### src/rtl/reg_scoreboard.sv
// Register-hazard scoreboard: per-register pending-write counters gate instruction issue.
// Optional SCOREBOARD_WB_BYPASS_EN lets a same-cycle retirement release a dependent source.
module scoreCell #(
  parameter int CNT_W = 2
) (
  input  logic             clk,
  input  logic             rst,
  input  logic             flush,
  input  logic             inc,
  input  logic             wbHit,
  output logic [CNT_W-1:0] cnt,
  output logic             busy
);
  logic [CNT_W-1:0] cntNext;
  logic             dec;

  // A retirement on an empty counter is an underflow, handled by the top; never wrap.
  assign dec = wbHit && (cnt != '0);

  always_comb begin
    cntNext = cnt;
    if (flush) cntNext = '0;
    else       cntNext = cnt + CNT_W'(inc) - CNT_W'(dec);
  end

  always_ff @(posedge clk) begin
    if (rst) begin
      cnt  <= '0;
      busy <= 1'b0;
    end else begin
      cnt  <= cntNext;
      busy <= (cntNext != '0);
    end
  end
endmodule

module reg_scoreboard #(
  parameter int NUM_REGS = 16,
  parameter int ADDR_W   = 4,
  parameter int CNT_W    = 2
) (
  input  logic                clk,
  input  logic                rst,
  input  logic                issue_valid,
  output logic                issue_ready,
  input  logic                issue_use_src1,
  input  logic [ADDR_W-1:0]   issue_src1,
  input  logic                issue_use_src2,
  input  logic [ADDR_W-1:0]   issue_src2,
  input  logic                issue_has_dst,
  input  logic [ADDR_W-1:0]   issue_dst,
  input  logic                wb_valid,
  input  logic [ADDR_W-1:0]   wb_addr,
  input  logic                flush,
  output logic [NUM_REGS-1:0] busy_mask,
  output logic [15:0]         stall_count,
  output logic                wb_underflow
);
  typedef struct packed {
    logic              valid;
    logic              useSrc1;
    logic [ADDR_W-1:0] src1;
    logic              useSrc2;
    logic [ADDR_W-1:0] src2;
    logic              hasDst;
    logic [ADDR_W-1:0] dst;
  } issueReq_t;

  issueReq_t                       req;
  logic [NUM_REGS-1:0][CNT_W-1:0]  cnt;
  logic [NUM_REGS-1:0]             incVec;
  logic [NUM_REGS-1:0]             wbVec;
  logic [CNT_W-1:0]                eff1, eff2;
  logic                            hz1, hz2, dfull, fire, retire, stalled;

  assign req = '{valid: issue_valid, useSrc1: issue_use_src1, src1: issue_src1,
                 useSrc2: issue_use_src2, src2: issue_src2,
                 hasDst: issue_has_dst, dst: issue_dst};

  assign retire = wb_valid && !flush;

`ifdef SCOREBOARD_WB_BYPASS_EN
  // Last pending write retiring now counts as already done; execute takes the wb data.
  assign eff1 = cnt[req.src1] - CNT_W'(retire && (wb_addr == req.src1) && (cnt[req.src1] != '0));
  assign eff2 = cnt[req.src2] - CNT_W'(retire && (wb_addr == req.src2) && (cnt[req.src2] != '0));
`else
  assign eff1 = cnt[req.src1];
  assign eff2 = cnt[req.src2];
`endif

  assign hz1         = req.useSrc1 && (eff1 != '0);
  assign hz2         = req.useSrc2 && (eff2 != '0);
  assign dfull       = req.hasDst && (cnt[req.dst] == {CNT_W{1'b1}});
  assign issue_ready = !rst && !flush && !hz1 && !hz2 && !dfull;
  assign fire        = req.valid && issue_ready;
  assign stalled     = req.valid && !issue_ready && !flush;

  for (genvar i = 0; i < NUM_REGS; i++) begin : gReg
    assign incVec[i] = fire && req.hasDst && (req.dst == ADDR_W'(i));
    assign wbVec[i]  = retire && (wb_addr == ADDR_W'(i));

    scoreCell #(.CNT_W(CNT_W)) uCell (
      .clk   (clk),
      .rst   (rst),
      .flush (flush),
      .inc   (incVec[i]),
      .wbHit (wbVec[i]),
      .cnt   (cnt[i]),
      .busy  (busy_mask[i])
    );
  end

  always_ff @(posedge clk) begin
    if (rst) begin
      stall_count  <= '0;
      wb_underflow <= 1'b0;
    end else begin
      if (stalled && (stall_count != 16'hFFFF)) stall_count <= stall_count + 16'd1;
      if (retire && (cnt[wb_addr] == '0)) wb_underflow <= 1'b1;
    end
  end
endmodule

### config.mk
export PLATFORM = sky130hd
export DESIGN_NAME = reg_scoreboard
export DESIGN_NICKNAME = d
export VERILOG_FILES = /design/src/rtl/reg_scoreboard.sv
export SDC_FILE = /design/constraint.sdc
export NUM_CORES = 1
export LEC_CHECK = 0
export ABC_CLOCK_PERIOD_IN_PS = 9610
export BUFFER_PORTS_ARGS = -buffer_cell sky130_fd_sc_hd__buf_2
export CORE_ASPECT_RATIO = 1.4
export CORE_UTILIZATION = 25
export DETAILED_ROUTE_END_ITERATION = 8
export PLACE_DENSITY_LB_ADDON = 0.15
export REMOVE_ABC_BUFFERS = 1
export SYNTH_ARGS = -nofsm -noshare
export SYNTH_HDL_FRONTEND = slang
export SYNTH_SLANG_ARGS = --single-unit
### constraint.sdc
create_clock -name clk -period 9.61 [get_ports clk]
set_input_delay 0 -clock clk [delete_from_list [all_inputs] [get_ports clk]]
set_output_delay 0 -clock clk [all_outputs]
set_load 0.02 [all_outputs]
==> impl_metrics.py, run 1 <==
metrics = {
    "outcome": {
        "status": "finished clean",
    },
    "global_routing": {
        "grt_pass1_vias": 3284,
        "grt_max_degree": 41,
        "gr-total-overflow": 0,
        "antenna_found_initial": 0,
        "grt_pass1_wl_microns": 17600,
        "track_usage_pct": 14.4,
    },
    "timing": {
        "final.setup_skew_ns": 0.00448,
        "hold_viol_final": 0,
        "period_minus_slack_ns": 3.70,
        "fin_crit_sh_pct": 38.5,
        "slew_violations": 0,
        "worst_pin_slew_ns": 0.689,
        "setup_viol": 0,
        "timing.fmax_mhz": 270,
        "setup_tns_ns": 0,
        "slew_headroom_pct": 54.0,
        "rsz0062_at_grt": "no",
    },
    "worst_setup_path": {
        "r2r_end": "gReg[2].uCell.busy$_SDFF_PP0_",
        "crit_chain": "mux4_2 -> a22oi_1 -> o21ai_0 -> a21oi_1 -> and3_4 -> nor4b_2 -> nand3_1 -> ha_1 -> inv_1 -> ha_1 -> xor2_1 -> xnor2_1 -> nor2_1 -> or2_2",
        "rr_worst_depth": 14,
        "crit_type": "register to register",
        "rr_startpoint": "gReg[3].uCell.cnt[1]$_SDFF_PP0_",
        "crit_top_cell": "ha_1",
        "r2r_slack_ns": 5.91,
        "slowest_stage": "mux4_2",
        "cp_data_arrival_time_ns": 3.93,
        "crit_path_end_kind": "register",
        "worstPathMaxFanout": 40,
        "cpPeakStageDelay_ns": 0.48,
        "cp-start-kind": "register",
        "cp.required_ns": 9.84,
    },
    "finish": {
        "drive_gt1_share_pct": 25.5,
        "area_delta_synth_final_pct": 15.8,
        "n_antenna_cell": 0,
        "fin_area_sq_um": 4640,
        "design.final.nets": 520,
    },
    "drt": {
        "drt-pass1-iter-count": 4,
        "routed_wl_microns": 11000,
        "initialDrtViolationCount": 169,
        "via_per_inst": 4.89,
        "via_count": 3242,
        "ant_nets": 0,
        "routedWlPerCell_microns": 16.6,
        "drc": 0,
    },
    "power_and_ir_drop": {
        "peakVddDrop_mv": 0.0611,
        "power.density_nw_per_um2": 139,
        "leakage_nw": 2.10,
    },
    "clock_tree": {
        "cts_made_buffers": 9,
        "clk_latency_ns": 0.35,
        "hold_buffers": 0,
        "tritoncts": "yes",
        "cts.clk_slew.worst_paths_ns": 0.06,
        "clk_path_buf_depth": 2,
        "cts_setup_buffers": 0,
        "h-tree-depth": 3,
        "clock_sinks": 65,
        "post_cts_resized": 0,
        "clockRootBuffer": "clkbuf_16",
    },
    "die": {
        "rows": 54,
        "die_x_microns": 109,
        "initial_core_util_pct": 25.7,
        "die_area_sq_um": 16500,
        "coreArea_sq_um": 15600,
        "pin_count": 58,
        "die_h_microns": 152,
    },
    "yosys": {
        "synth_seq_cells": 65,
        "ys_types": 40,
        "ys_async_sr_fraction_pct": 0,
        "synth_edf_count": 0,
        "netlist_instances": 428,
        "yosysTopAreaCellShare_pct": 32.5,
        "synth_top_area_cell": "dfxtp_1",
        "ys.flop_type": "dfxtp_1",
        "ys_seq_area_share_pct": 32.5,
        "synth_area_sq_um": 4010,
        "yosys-top-cells-area": "dfxtp_1 32%, mux4_2 12%, ha_1 10%, nor2_1 4.4%, xnor2_1 3.5%",
        "syn_avg_cell_area_sq_um": 9.36,
        "yosys_warnings": 0,
    },
    "placed_design": {
        "port_buffers": 57,
        "dpl_cell_area_sq_um": 4350,
        "dpl.hpwl_microns": 8240,
        "routabilityCongestion": 0.895,
    },
    "min_path": {
        "whs_path_depth": 4,
        "hp-class": "input pin to register",
        "hp-start": "flush",
        "hold_end": "wb_underflow$_SDFFE_PP0P_",
    },
    "flow_run": {
        "drv_cap": 0,
    },
}
==> metrics by stage <==
stage,instances,utilization (%),hold WS [ns],power (mW),worst slack (ns)
after global placement,648,27.8,0.415,0.317,5.89
after global routing,663,29.7,0.117,0.672,5.62
after detailed placement,648,27.8,0.414,0.317,5.88
after CTS,663,29.7,0.0479,0.654,5.91
after floorplan,393,-,0.0691,0.294,6.39
final,663,29.7,0.0632,0.644,5.91
==> state kept, by name (all words and copies together), names as in the netlist <==
signal           count
gReg.uCell.cnt      32
gReg.uCell.busy     16
stall_count         16
wb_underflow         1
==> layout make-up <==
cell class | instances | area (sq um)
inverter | 21 | 78.8
timing repair buffer | 59 | 300
clock inverter | 6 | 70.1
fill | 1676 | 11000
multi-input combinational | 307 | 2420
sequential | 65 | 1300
clock buffer | 9 | 225
tap | 196 | 245
==> placed cells by master, fill, tap and decap left out, types with 6 or more instances in the layout <==
master / netlist / routed
a21oi_1: 12 / 12
and2_1: 18 / 18
and3_1: 7 / 7
buf_2: 6 / 57
clkbuf_16: 0 / 9
dfxtp_1: 65 / 65
ha_1: 33 / 33
inv_1: 21 / 21
mux4_2: 21 / 21
nand2_1: 16 / 16
nand3_1: 14 / 14
nand4_1: 7 / 7
nor2_1: 47 / 47
nor2b_1: 6 / 6
nor3_1: 20 / 20
o31ai_1: 10 / 10
or2_2: 18 / 18
or4_1: 10 / 10
xnor2_1: 16 / 16
xor2_1: 16 / 16
==> cells in the mapped netlist (2+ instances only) <==
cell	number
nor2b_1	6
dfxtp_1	65
nand2b_1	4
o22ai_1	2
o21ai_0	3
a21oi_1	12
xor2_1	16
and3_1	7
xnor2_1	16
or2_2	18
nand3_1	14
buf_2	6
ha_1	33
o31ai_1	10
or4_1	10
and2_1	18
nand4b_1	4
nor2_1	47
nand4_1	7
nor3_1	20
clkbuf_1	11
inv_1	21
nor4_1	4
mux4_2	21
mux2i_1	3
nand2_1	16
nor3b_1	3
mux2_2	4
buf_4	16
==> worst max-delay path by stage <==
stage | slack [ns] | end | startpoint | depth (start not counted)
6_report | 5.91 | gReg[2].uCell.busy$_SDFF_PP0_ | gReg[3].uCell.cnt[1]$_SDFF_PP0_ | 14
5_1_grt | 5.62 | gReg[1].uCell.busy$_SDFF_PP0_ | gReg[3].uCell.cnt[1]$_SDFF_PP0_ | 14
4_1_cts | 5.91 | gReg[2].uCell.busy$_SDFF_PP0_ | gReg[3].uCell.cnt[1]$_SDFF_PP0_ | 14
3_5_place_dp | 5.88 | gReg[3].uCell.busy$_SDFF_PP0_ | issue_dst[0] | 15
3_3_place_gp | 5.89 | gReg[3].uCell.busy$_SDFF_PP0_ | issue_dst[0] | 15
2_1_floorplan | 6.39 | gReg[1].uCell.busy$_SDFF_PP0_ | gReg[3].uCell.cnt[1]$_SDFF_PP0_ | 14
==> where the power goes <==
group / internal, mW / total, mW / switching, mW
Clock: 0.200 / 0.333 / 0.133
Sequential: 0.270 / 0.271 / 0.000758
Combinational: 0.0125 / 0.0401 / 0.0275
==> metal layers <==
| layer | global-route usage (%) | up-vias | part of all wire [%] |
|---|---|---|---|
| met3 | 3.43 | 18 | 6.6 |
| li1 | - | 1571 | - |
| met4 | 7.79 | 0 | 3.0 |
| met1 | 17.5 | 1552 | 42 |
| met2 | 22.9 | 101 | 48 |
| met5 | 0 | - | 0 |
==> kinds of logic after synthesis <==
kind of cell             after synthesis  synth area share, %
XOR/XNOR                              32                 6.99
adder cells (fa/ha/maj)               33                 10.3
multiplexers                          28                 13.7
AO/OA/AOI/OAI                         32                 5.00
flip-flops                            65                 32.5
buffers and inverters                 56                 7.12
AND/OR/NAND/NOR                      182                 24.4
==> critical path, delay by kind of cell (launching register included) <==
kind	cells	cell delay (ns)
adder cells (fa/ha/maj)	2	0.46
buffers and inverters	1	0.04
multiplexers	1	0.48
flip-flops	1	0.34
AND/OR/NAND/NOR	5	1.39
AO/OA/AOI/OAI	3	0.56
XOR/XNOR	2	0.30
No activity file was read; power rests on OpenSTA's default activity.
==> run 2: changes to the inputs <==
--- a/config.mk
+++ b/config.mk
@@ -5,7 +5,7 @@
 export SDC_FILE = /design/constraint.sdc
 export NUM_CORES = 1
 export LEC_CHECK = 0
-export ABC_CLOCK_PERIOD_IN_PS = 9610
+export ABC_CLOCK_PERIOD_IN_PS = 3480
 export BUFFER_PORTS_ARGS = -buffer_cell sky130_fd_sc_hd__buf_2
 export CORE_ASPECT_RATIO = 1.4
 export CORE_UTILIZATION = 25
==> constraint.sdc (replaced) <==
create_clock -name clk -period 3.48 [get_ports clk]
set_input_delay 0 -clock clk [delete_from_list [all_inputs] [get_ports clk]]
set_output_delay 0 -clock clk [all_outputs]
set_load 0.02 [all_outputs]
==> impl_metrics.py, run 2 (same netlist as run 1, synthesis figures left out) <==
metrics = {
    "placed_design": {
        "place_inst": 657,
        "dpl.hpwl_microns": 8560,
        "routabilityCongestion": 0.950,
        "port_buffers": 57,
    },
    "timing": {
        "fin_crit_sh_pct": 94.5,
        "slew_headroom_pct": 62.7,
        "setup_viol": 0,
        "setup_tns_ns": 0,
        "rsz0062_at_grt": "no",
        "timing.fmax_mhz": 304,
        "hold_viol_final": 0,
        "worst_pin_slew_ns": 0.554,
        "period_minus_slack_ns": 3.29,
        "final.setup_skew_ns": 0.00851,
        "slew_violations": 0,
    },
    "global_routing": {
        "track_usage_pct": 14.4,
        "grt_pass1_wl_microns": 17700,
        "grt_max_degree": 28,
        "gr-total-overflow": 0,
        "antenna_found_initial": 1,
        "grt_pass1_vias": 3365,
    },
    "drt": {
        "via_per_inst": 4.80,
        "drc": 0,
        "ant_nets": 0,
        "via_count": 3225,
        "drt-pass1-iter-count": 4,
        "routed_wl_microns": 11100,
        "routedWlPerCell_microns": 16.5,
        "initialDrtViolationCount": 116,
    },
    "finish": {
        "final_common_cell": "dfxtp_1",
        "multi_input_area_sq_um": 2440,
        "n_antenna_cell": 0,
        "final_cell_mix": "62 x dfxtp_1, 57 x buf_2, 46 x nor2_1",
        "nFillCells": 1655,
        "largest_registers": "gReg.uCell.cnt: 32 flops, gReg.uCell.busy: 16 flops, stall_count: 16 flops",
        "largest-register": "gReg.uCell.cnt",
        "largest_reg_flops": 32,
        "fin_cells": 672,
        "drive_gt1_share_pct": 28.2,
        "design.final.nets": 529,
        "final-seq-area_sq_um": 1310,
        "area_delta_synth_final_pct": 18.7,
    },
    "power_and_ir_drop": {
        "leakage_nw": 2.16,
        "switching_share_pct": 23.6,
        "p_int_mw": 1.41,
        "power.density_nw_per_um2": 389,
        "clkPwrFrac_pct": 53.2,
        "pwr-share-seq_pct": 40.5,
        "p_comb_share_pct": 6.3,
        "power.switching_mw": 0.437,
        "peakVddDrop_mv": 0.189,
    },
    "min_path": {
        "hp-start": "flush",
        "hp-class": "input pin to register",
        "whs_path_depth": 4,
        "hold_end": "wb_underflow$_SDFFE_PP0P_",
    },
    "worst_setup_path": {
        "cp-start-kind": "register",
        "rr_startpoint": "gReg[12].uCell.cnt[1]$_SDFF_PP0_",
        "slowest_stage": "mux4_2",
        "worstPathMaxFanout": 8,
        "crit_type": "register to register",
        "crit_path_start": "gReg[12].uCell.cnt[1]$_SDFF_PP0_",
        "crit_chain": "nor2_1 -> mux4_2 -> mux4_2 -> nand2b_1 -> and3_4 -> buf_4 -> nand4_1 -> ha_1 -> inv_1 -> ha_1 -> xor2_1 -> xnor2_1 -> nor2_1 -> or2_2",
        "cp_data_arrival_time_ns": 3.51,
        "rr_worst_depth": 14,
        "crit_family": "simple AND/OR/NAND/NOR gates",
        "cpPeakStageDelay_ns": 0.47,
        "cp.required_ns": 3.70,
        "r2r_slack_ns": 0.19,
        "crit_buf_inv": 2,
        "crit_path_end_kind": "register",
        "r2r_end": "gReg[15].uCell.busy$_SDFF_PP0_",
    },
    "clock_tree": {
        "clock_sinks": 65,
        "cts.clk_slew.worst_paths_ns": 0.06,
        "clk_path_buf_depth": 2,
        "clk_latency_ns": 0.34,
        "clockRootBuffer": "clkbuf_16",
        "tritoncts": "yes",
        "cts_made_buffers": 9,
        "cts_setup_buffers": 0,
        "h-tree-depth": 3,
        "hold_buffers": 0,
    },
    "die": {
        "die_x_microns": 109,
        "coreArea_sq_um": 15600,
        "die_area_sq_um": 16500,
        "pin_count": 58,
        "rows": 54,
        "initial_core_util_pct": 25.7,
        "die_h_microns": 152,
    },
    "flow_run": {
        "drv_cap": 0,
    },
    "outcome": {
        "status": "finished clean",
    },
}
run 2: cell types whose count changed in the layout (fill, tap and decap cells not counted), sizes merged:
cell,delta
buf,+9
bufinv,+1
clkinv,-1
clkinvlp,-1
inv,+1
run 2: per-stage QoR:
stage          area [sq um]  hold WS (ns)  total power, mW  util, %  setup slack, ns
6_report               4760        0.0808             1.85     30.5            0.191
5_1_grt                4760        0.0936             1.93     30.5           0.0110
4_1_cts                4730        0.0595             1.88     30.3           0.0547
3_5_place_dp           4410         0.415            0.880     28.3           0.0547
3_3_place_gp           4410         0.416            0.879     28.3           0.0688
2_1_floorplan          3800        0.0691            0.811        -            0.262
run 2: routing by layer:
| layer | global-route usage [%] | up-vias | wire length (microns) |
|---|---|---|---|
| li1 | - | 1586 | - |
| met1 | 17.7 | 1512 | 4870 |
| met2 | 23.4 | 106 | 5280 |
| met3 | 3.47 | 19 | 604 |
| met4 | 6.63 | 2 | 306 |
| met5 | 0 | - | 17 |
run 2: worst register-to-register path: cells and delay by family (launching register included):
family	cells	cell delay (ns)
adder cells (fa/ha/maj)	2	0.38
flip-flops	1	0.40
multiplexers	2	0.92
buffers and inverters	2	0.23
AND/OR/NAND/NOR	6	0.95
XOR/XNOR	2	0.31
run 2: area by class of cell:
cell class              count  area share [%]
repair buffers             68            7.73
clock inverters             6            1.95
inverters                  21            1.66
multi-input cells         307            51.3
flip-flops and latches     65            27.4
clock buffers               9            4.74
well taps                 196            5.16
run 2: power by group through the flow:
stage / Sequential (mW) / Clock, mW / Combinational [mW]
global placement: 0.765 / 0 / 0.114
finish: 0.749 / 0.983 / 0.116
global route: 0.748 / 1.05 / 0.126
floorplan: 0.767 / 0 / 0.0439
CTS: 0.749 / 1.02 / 0.115
detailed placement: 0.765 / 0 / 0.115
run 2: worst max path at each step:
stage	to	slack, ns	cells past startpoint
global route	gReg[4].uCell.busy$_SDFF_PP0_	0.01	14
detailed placement	gReg[2].uCell.busy$_SDFF_PP0_	0.05	15
CTS	gReg[1].uCell.busy$_SDFF_PP0_	0.05	14
finish	gReg[15].uCell.busy$_SDFF_PP0_	0.19	14
floorplan	gReg[1].uCell.busy$_SDFF_PP0_	0.26	14
global placement	gReg[1].uCell.busy$_SDFF_PP0_	0.07	15
run 2: timing repair:
item                       4_1_cts  5_1_grt
setup endpoints to repair        0        5
resized for setup                0        7
hold endpoints to repair         0        0
